**config.mk**
```make
export PLATFORM = sky130hd
export DESIGN_NAME = cv32e40s_lsu_response_tracker
export DESIGN_NICKNAME = d
export VERILOG_FILES = /design/src/rtl/cv32e40s_pkg.sv /design/src/rtl/cv32e40s_lsu_outstanding_fifo.sv /design/src/rtl/cv32e40s_lsu_response_tracker.sv
export SDC_FILE = /design/constraint.sdc
export NUM_CORES = 1
export LEC_CHECK = 0
export ABC_AREA = 1
export BUFFER_PORTS_ARGS = -buffer_cell sky130_fd_sc_hd__buf_2
export CAP_MARGIN = 0
export CORE_MARGIN = 3
export CORE_UTILIZATION = 37
export DETAILED_ROUTE_END_ITERATION = 10
export PLACE_DENSITY_LB_ADDON = 0.2
export REMOVE_ABC_BUFFERS = 1
export SETUP_SLACK_MARGIN = 0.15
export SYNTH_ARGS = -nofsm -noshare
export SYNTH_HDL_FRONTEND = slang
export SYNTH_SLANG_ARGS = --single-unit
```
**constraint.sdc**
```tcl
create_clock -name clk -period 1.7 [get_ports clk]
set_input_delay 0.17 -clock clk [delete_from_list [all_inputs] [get_ports clk]]
set_output_delay 0.17 -clock clk [all_outputs]
set_load 0.01 [all_outputs]
```
**src/rtl/cv32e40s_pkg.sv**
```systemverilog
// Shared types and limits for the LSU response tracker.
package cv32e40s_pkg;

  localparam int LSU_TRK_MAX_DEPTH  = 8;
  localparam int LSU_TRK_MAX_ADDR_W = 32;

  typedef struct packed {
    logic                          bufferable;
    logic                          store;
    logic [LSU_TRK_MAX_ADDR_W-1:0] addr;
  } lsu_trk_entry_t;

endpackage

```
**src/rtl/cv32e40s_lsu_outstanding_fifo.sv**
```systemverilog
// In-order FIFO of outstanding LSU transfers: one write pointer and two
// independent read pointers (bus side, core side), each with its own count.
module cv32e40s_lsu_outstanding_fifo
  import cv32e40s_pkg::*;
#(
  parameter  int DEPTH = 2,
  localparam int CW    = $clog2(DEPTH + 1)
) (
  input  logic           clk,
  input  logic           rst,
  input  logic           push,
  input  lsu_trk_entry_t wdata,
  input  logic           bus_pop,
  input  logic           core_pop,
  output lsu_trk_entry_t bus_head,
  output lsu_trk_entry_t core_head,
  output logic           heads_aligned,
  output logic [CW-1:0]  bus_cnt,
  output logic [CW-1:0]  core_cnt
);

  localparam int PW = (DEPTH > 1) ? $clog2(DEPTH) : 1;

  lsu_trk_entry_t mem [DEPTH];
  logic [PW-1:0]  wptr, bus_rptr, core_rptr;

  function automatic logic [PW-1:0] inc(input logic [PW-1:0] p);
    return (p == PW'(DEPTH - 1)) ? '0 : p + 1'b1;
  endfunction

  always_ff @(posedge clk) begin
    if (push) mem[wptr] <= wdata;
  end

  always_ff @(posedge clk or posedge rst) begin
    if (rst) begin
      wptr      <= '0;
      bus_rptr  <= '0;
      core_rptr <= '0;
      bus_cnt   <= '0;
      core_cnt  <= '0;
    end else begin
      if (push)     wptr      <= inc(wptr);
      if (bus_pop)  bus_rptr  <= inc(bus_rptr);
      if (core_pop) core_rptr <= inc(core_rptr);
      bus_cnt  <= bus_cnt  + CW'(push) - CW'(bus_pop);
      core_cnt <= core_cnt + CW'(push) - CW'(core_pop);
    end
  end

  assign bus_head      = mem[bus_rptr];
  assign core_head     = mem[core_rptr];
  assign heads_aligned = (core_rptr == bus_rptr);

endmodule

```
**src/rtl/cv32e40s_lsu_response_tracker.sv**
```systemverilog
// LSU response tracker: early responses for bufferable transfers, pass-through
// otherwise, sticky imprecise error. CV32E40S_LSU_ERR_ADDR_CAPTURE_EN adds address capture.
module cv32e40s_lsu_response_tracker
  import cv32e40s_pkg::*;
#(
  parameter  int DEPTH      = 2,
  parameter  int ADDR_WIDTH = 32,
  localparam int CW         = $clog2(DEPTH + 1)
) (
  input  logic                  clk,
  input  logic                  rst,
  input  logic                  valid_i,
  input  logic [ADDR_WIDTH-1:0] addr_i,
  input  logic                  we_i,
  input  logic                  bufferable_i,
  output logic                  ready_o,
  output logic                  valid_o,
  input  logic                  ready_i,
  input  logic                  resp_valid_i,
  input  logic                  resp_err_i,
  output logic                  resp_valid_o,
  output logic                  resp_err_o,
  output logic                  busy_o,
  output logic [CW-1:0]         bus_cnt_o,
  output logic                  imp_err_o,
  output logic                  imp_err_store_o,
  output logic [ADDR_WIDTH-1:0] imp_err_addr_o,
  input  logic                  imp_err_clr_i
);

  lsu_trk_entry_t wentry, bus_head, core_head;
  logic           heads_aligned;
  logic [CW-1:0]  bus_cnt, core_cnt;
  logic           not_full, accept, bus_resp, imp_set;
  logic           imp_err_q, imp_store_q;

  // Limit uses the registered count, so a response in a full cycle frees a slot next cycle.
  assign not_full = bus_cnt < CW'(DEPTH);
  assign valid_o  = valid_i && not_full;
  assign ready_o  = ready_i && not_full;
  assign accept   = valid_o && ready_i;
  assign bus_resp = resp_valid_i && (bus_cnt != '0);
  assign busy_o   = (bus_cnt != '0) || valid_i;
  assign bus_cnt_o = bus_cnt;

  assign resp_valid_o = (core_cnt != '0) &&
                        (core_head.bufferable || (resp_valid_i && heads_aligned));
  assign resp_err_o   = resp_valid_o && resp_err_i && !core_head.bufferable;

  always_comb begin
    wentry            = '0;
    wentry.bufferable = bufferable_i;
    wentry.store      = we_i;
`ifdef CV32E40S_LSU_ERR_ADDR_CAPTURE_EN
    wentry.addr       = LSU_TRK_MAX_ADDR_W'(addr_i);
`endif
  end

  cv32e40s_lsu_outstanding_fifo #(.DEPTH(DEPTH)) u_fifo (
    .clk           (clk),
    .rst           (rst),
    .push          (accept),
    .wdata         (wentry),
    .bus_pop       (bus_resp),
    .core_pop      (resp_valid_o),
    .bus_head      (bus_head),
    .core_head     (core_head),
    .heads_aligned (heads_aligned),
    .bus_cnt       (bus_cnt),
    .core_cnt      (core_cnt)
  );

  // First error wins unless a clear coincides, in which case the new one is taken.
  assign imp_set = bus_resp && resp_err_i && bus_head.bufferable &&
                   (!imp_err_q || imp_err_clr_i);

  always_ff @(posedge clk or posedge rst) begin
    if (rst) begin
      imp_err_q   <= 1'b0;
      imp_store_q <= 1'b0;
    end else if (imp_set) begin
      imp_err_q   <= 1'b1;
      imp_store_q <= bus_head.store;
    end else if (imp_err_clr_i) begin
      imp_err_q   <= 1'b0;
    end
  end

  assign imp_err_o       = imp_err_q;
  assign imp_err_store_o = imp_store_q;

`ifdef CV32E40S_LSU_ERR_ADDR_CAPTURE_EN
  logic [ADDR_WIDTH-1:0] imp_addr_q;

  always_ff @(posedge clk or posedge rst) begin
    if (rst)          imp_addr_q <= '0;
    else if (imp_set) imp_addr_q <= bus_head.addr[ADDR_WIDTH-1:0];
  end

  assign imp_err_addr_o = imp_addr_q;
`else
  assign imp_err_addr_o = '0;
`endif

  logic unused_bits;
  assign unused_bits = ^{addr_i, bus_head.addr, core_head.store, core_head.addr};

`ifndef SYNTHESIS
  a_core_le_bus: assert property (@(posedge clk) disable iff (rst) core_cnt <= bus_cnt)
    else $error("core_cnt exceeds bus_cnt");
  a_no_spurious: assert property (@(posedge clk) disable iff (rst)
                                  !(resp_valid_i && bus_cnt == '0))
    else $warning("bus response with nothing outstanding was ignored");
`endif

endmodule
```
==> results of run 1 <==
[per-stage QoR]
stage	hold slack, ps	worst slack (ps)	instances	util, %
finish	85.45	197.2	162	46.18
global route	68.63	112.5	162	46.18
CTS	72.40	150.2	160	43.05
detailed placement	163.7	109.3	154	40.57
global placement	152.9	149.0	154	40.57
floorplan	-2.082	141.1	108	-
[registers in the layout, indices dropped and copies added (netlist names)]
name and cells:
u_fifo.wptr 1, u_fifo.bus_rptr 1, imp_err_store_o 1, u_fifo.bus_cnt 2
u_fifo.mem 4, imp_err_o 1, u_fifo.core_cnt 2, u_fifo.core_rptr 1
[cells by family after synthesis]
| family | count (synthesis) | synth area share, % |
|---|---|---|
| AOI/OAI and AO/OA | 1 | 0.5437 |
| xor gates and xnor gates | 6 | 5.715 |
| adders and majority gates | 4 | 5.442 |
| buffers and inverters | 49 | 33.06 |
| DFF | 13 | 37.55 |
| other | 1 | 0.4078 |
| and+or+nand+nor | 35 | 17.28 |
[where the power goes]
group	switching (µW)	internal, µW	leakage (µW)
combinational	477	412	0.000430
sequential	102	450	0.000142
clock	98.8	90.8	0.0000150
[per-layer routing]
metal | global-route usage, % | routed length, µm | share of wire, % | vias to the layer above
met3 | 3.480 | 210 | 15 | 2
met5 | 0 | 0 | 0 | -
li1 | - | - | - | 314
met1 | 10.36 | 564 | 39 | 272
met4 | 5.085 | 11 | 0.77 | 0
met2 | 16.55 | 643 | 45 | 40
[cells in the mapped netlist]
cell	number
inv_1	16
xor2_1	3
nand3_1	3
conb_1	1
edfxtp_1	4
or2_2	1
dfrtp_1	9
buf_4	32
xnor2_1	3
ha_1	4
nand2_1	19
nor2_4	1
o21ai_1	1
nand2_2	2
nand3_2	1
nor2_1	7
nand4_1	1
inv_2	1
[worst max-delay path by stage]
stage	to	cells after the start	slack [ps]
global placement	u_fifo.bus_cnt[1]$_DFF_PP0_	7	150
floorplan	u_fifo.bus_cnt[1]$_DFF_PP0_	7	140
finish	u_fifo.core_cnt[1]$_DFF_PP0_	10	200
CTS	u_fifo.core_cnt[0]$_DFF_PP0_	9	150
detailed placement	u_fifo.bus_cnt[1]$_DFF_PP0_	7	110
global route	u_fifo.core_cnt[1]$_DFF_PP0_	10	110
[final cells by class]
cell class / instances / area [µm²]
fill: 230 / 1225
clock buffer: 4 / 26.28
sequential: 13 / 347.8
multi-input combinational: 78 / 452.9
tap: 28 / 35.03
timing repair buffer: 22 / 125.1
inverter: 17 / 63.81
[repair_timing]
| item | in CTS | in global routing |
|---|---|---|
| setup endpoints to repair | 2 | 5 |
| resized for setup | 6 | 14 |
| endpoints found under the hold margin | 9 | 0 |
| setup buffers | 1 | 2 |
| pin swaps | 1 | 6 |
| hold buffers | 1 | 0 |
==> impl_metrics.tcl, run 1 <==
set metrics [dict create \
    status "completed" \
    cts_sinks 13 \
    cp_max_fo 5 \
    arrival_ps 1660 \
    crit_path_cell_trace "inv_2 -> nand2_2 -> nand3_2 -> nand2_2 -> nand2_2 -> inv_2 -> ha_4 -> inv_2 -> ha_4 -> xnor2_2" \
    cts_root_buffer "clkbuf_4" \
    overflow 0 \
    cts_buffers 3 \
    ant_nets 0 \
    stdcell_area_um2 1051 \
    ff2ff_setup_slack_ps 200 \
    ios 82 \
    end_kind "register" \
    vias 628 \
    cap_violations 0 \
    num_antenna_cells 0 \
    gp_congestion 0.7382 \
    hold_depth 1 \
    fin_skew_ps 0.3118 \
    powerDensity_nw_per_um2 1552 \
    p_leak_uw 0.0005867 \
    syn_inst 109 \
    nets 180 \
    finalPower_uw 1631 \
    period_minus_slack_ps 1503 \
    drt_iter0_drc 9 \
    r2r_start "u_fifo.bus_rptr$_DFFE_PP0N_" \
    dieArea_um2 3120 \
    crit_buf_inv 3 \
    critical-path-top-delay-family "flip-flops" \
    min_from "we_i" \
    finalSetupViolations 0 \
    drcViolationCount 0 \
    rsz0062_at_grt "yes" \
    cpMaxStageDelayCell "dfrtp_2" \
    r2r_end "u_fifo.core_cnt[1]$_DFF_PP0_" \
    fp.dieH_um 55.86 \
    grt_max_degree 10 \
    syn_avg_cell_area_um2 8.437 \
    ys_ff_latch 13 \
    cp.required_ps 1860 \
    drv_slew 0 \
    final.setup.tns_ps 0 \
    grt_pass1_wl_um 2380 \
    crit_start "u_fifo.bus_rptr$_DFFE_PP0N_" \
    cts_buffer_depth 2 \
    cts_max_level 1 \
    drt-pass1-iter-count 4 \
    max_stage_delay_ps 450 \
    syn2layout_area_growth_pct 14.29 \
    synth-seq-area-share_pct 37.55 \
    initial_utilization_pct 40.41 \
    gr-usage-all-layers_pct 9.667 \
    drive_above_1_share_pct 35.07 \
    grt_antenna_before_repair 0 \
    cts_tree "done" \
    final.period_utilization_pct 88.40 \
    min_to "u_fifo.mem[0][0]$_DFFE_PP_" \
    vias_per_cell 3.877 \
    std_cell_rows 17 \
    synthDistinctLibCells 18 \
    first_global_vias 568 \
    ir_worst_vdd_v 0.0008533 \
    dpl_cell_area_um2 923.4 \
    yosysTopAreaCellShare_pct 26.12 \
    synth_area_leaders "buf_4 26%, dfrtp_1 24%, edfxtp_1 13%, nand2_1 7.8%, inv_1 6.5%" \
    worst_setup_path_start_kind "register" \
    hpwlAfterDp_um 1181 \
    io_buffers 17 \
    max_freq_ghz 0.6654 \
    avgRoutedWirePerCell_um 8.827 \
    reg2regPathDepth 10 \
    hold_viol_final 0 \
    yosys.area.top_type "buf_4" \
    yosysWarnings 0 \
    clkSlewWorstSetupHoldPaths_ps 80 \
    hold_path_class "in2reg" \
    worstSetupPathType "reg2reg" \
    insertion_delay_ps 270 \
    core_um2 2276 \
    layout_common_cells "32 x conb_1, 17 x buf_2, 16 x nand2_1" \
    fp.dieW_um 55.86 \
    wirelength_um 1430 \
    final_common_cell "conb_1" \
    synth_area_um2 919.6 \
]
Power figures use the tool's default switching activity.
==> run 2: changes to the inputs <==
CORE_UTILIZATION = 50   (was 37)
SYNTH_HIERARCHICAL = 1   (was default)
==> run 2 against run 1 <==
Compared with the run above:
- clock power hardly changed
- routed wire length fell by 1.2%
- core utilization increased by 11 points
- combinational power fell by 1%
- worst hold slack lost 9.3 ps
- non-clock buffer count rose by 1
- register-to-register slack barely moved
- die area shrank 18%
- maximum frequency fell by 0.69%
- global-route usage up 1.8 points
- critical endpoint is now u_fifo/core_cnt[1]$_DFF_PP0_
==> impl_metrics.tcl, run 2 <==
set metrics [dict create \
    area.sequential_um2 345.3 \
    utilization_pct 57.64 \
    io_buffers 17 \
    cp.required_ps 1880 \
    grt-busiest-layer "met2" \
    vias_per_cell 4.121 \
    drcViolationCount 0 \
    hpwlAfterDp_um 1144 \
    cts_buffer_depth 2 \
    cap_violations 0 \
    cts_tree "done" \
    final_common_cell "conb_1" \
    hold_viol_final 0 \
    core_um2 1802 \
    first_global_vias 565 \
    cts_buffers 3 \
    end_kind "register" \
    initial_utilization_pct 55.00 \
    grt_pass1_wl_um 2194 \
    cp_max_fo 7 \
    grt_antenna_before_repair 0 \
    synth_area_um2 991.0 \
    arrival_ps 1690 \
    num_antenna_cells 0 \
    dpl_cell_area_um2 934.6 \
    use_met2_pct 21.74 \
    finalPower_uw 1624 \
    period_minus_slack_ps 1513 \
    drt_iter0_drc 8 \
    overflow 0 \
    grtUsageMet3_pct 3.858 \
    grt_max_degree 9 \
    p_leak_uw 0.0006137 \
    syn2layout_area_growth_pct 4.798 \
    hold_path_class "in2reg" \
    max_stage_delay_ps 460 \
    insertion_delay_ps 280 \
    final.period_utilization_pct 89.02 \
    hold_ws_ps 76.20 \
    dieArea_um2 2552 \
    finalSetupViolations 0 \
    max_freq_ghz 0.6608 \
    nets 186 \
    multi_input_area_um2 409.1 \
    layout_common_cells "32 x conb_1, 23 x nand2_1, 19 x inv_1" \
    crit_path_cell_trace "nor3_2 -> inv_1 -> ha_4 -> inv_2 -> ha_4 -> inv_1 -> nand2_1 -> nand2_1" \
    rsz0062_at_grt "yes" \
    stdcell_area_um2 1039 \
    gr-usage-all-layers_pct 11.51 \
    drv_slew 0 \
    ant_nets 0 \
    avgRoutedWirePerCell_um 8.564 \
    fp.dieW_um 50.52 \
    std_cell_rows 15 \
    met1_usage_pct 10.99 \
    final.setup.tns_ps 0 \
    vias 680 \
    cpMaxStageDelayCell "dfrtp_1" \
    gp_congestion 0.7548 \
    top_register "u_fifo/mem" \
    worstSetupPathType "reg2reg" \
    drive_above_1_share_pct 25.71 \
    ios 82 \
    clkSlewWorstSetupHoldPaths_ps 90 \
    largest_reg_flops 4 \
    wirelength_um 1413 \
    syn_avg_cell_area_um2 8.190 \
    worst_setup_path_start_kind "register" \
    drt-pass1-iter-count 4 \
    fillers 171 \
    ir_worst_vdd_v 0.0007679 \
    cts_root_buffer "clkbuf_4" \
    largest_registers "u_fifo/mem: 4 flops, u_fifo/bus_cnt: 2 flops, u_fifo/core_cnt: 2 flops" \
    cts_sinks 13 \
    fin_skew_ps 4.549 \
    syn_inst 121 \
    cts_max_level 1 \
    fp.dieH_um 50.52 \
    yosysWarnings 6 \
    status "completed" \
    powerDensity_nw_per_um2 1564 \
]
[run 2: cell types whose count changed in the layout (fill, tap and decap cells not counted), sizes merged]
cell and change:
nand3 -1, clkinv +1, nand2 +2, xnor2 -2, nor3 +1, or2 -1, inv +5, buf +1
o21ai +3, nor2 -2, clkbuf -1
[run 2: layout make-up]
cell class / instances / share of cell area, %
clock buffers: 3 / 2.169
clock inverters: 1 / 0.4819
inverters: 22 / 7.952
multi-input cells: 78 / 39.40
flip-flops and latches: 13 / 33.25
well taps: 25 / 3.012
repair buffers: 23 / 13.73
[run 2: layer usage]
metal | routed length, µm | part of all wire, %
met5 | 0 | 0
met4 | 0 | 0
met3 | 177 | 13
met2 | 723 | 51
met1 | 512 | 36
[run 2: critical path: cells and delay by family (launching register included)]
kind | cells | cell delay (ps)
simple gates | 3 | 360
buf+inv | 3 | 220
flops | 1 | 460
fa+ha+maj | 2 | 370
[run 2: final timing paths]
| kind | endpoint | cells after the start | slack, ps | start |
|---|---|---|---|---|
| hold reg to reg | imp_err_store_o$_DFFE_PP0P_ | 2 | 480 | imp_err_store_o$_DFFE_PP0P_ |
| max in group asynchronous | u_fifo/bus_cnt[1]$_DFF_PP0_ | 3 | 1100 | rst |
| min in group asynchronous | imp_err_o$_DFFE_PP0P_ | 3 | 290 | rst |
| hold / removal | u_fifo/mem[0][32]$_DFFE_PP_ | 1 | 80 | we_i |
| setup / recovery | u_fifo/core_cnt[1]$_DFF_PP0_ | 8 | 190 | u_fifo/bus_cnt[1]$_DFF_PP0_ |
| setup reg to reg | u_fifo/core_cnt[1]$_DFF_PP0_ | 8 | 190 | u_fifo/bus_cnt[1]$_DFF_PP0_ |
[run 2: where the power goes]
group          internal, µW  switching (µW)  total (µW)  leakage (µW)
logic                   419             459         877      0.000451
clock network          87.2             106         193     0.0000177
registers               446             108         554      0.000145
total                   951             673        1620      0.000614
[run 2: stage by stage]
stage	setup slack, ps	instances
after floorplan	29.99	113
after global placement	120.7	157
after global routing	77.70	165
final	186.7	165
after detailed placement	78.31	157
after CTS	95.46	164
[run 2: what timing repair did]
item | CTS | global route
setup endpoints to repair | 2 | 4
hold endpoints to repair | 9 | 0
pin swaps | 0 | 4
gates resized for setup | 1 | 8
hold buffers | 1 | 0
setup buffers | 2 | 1
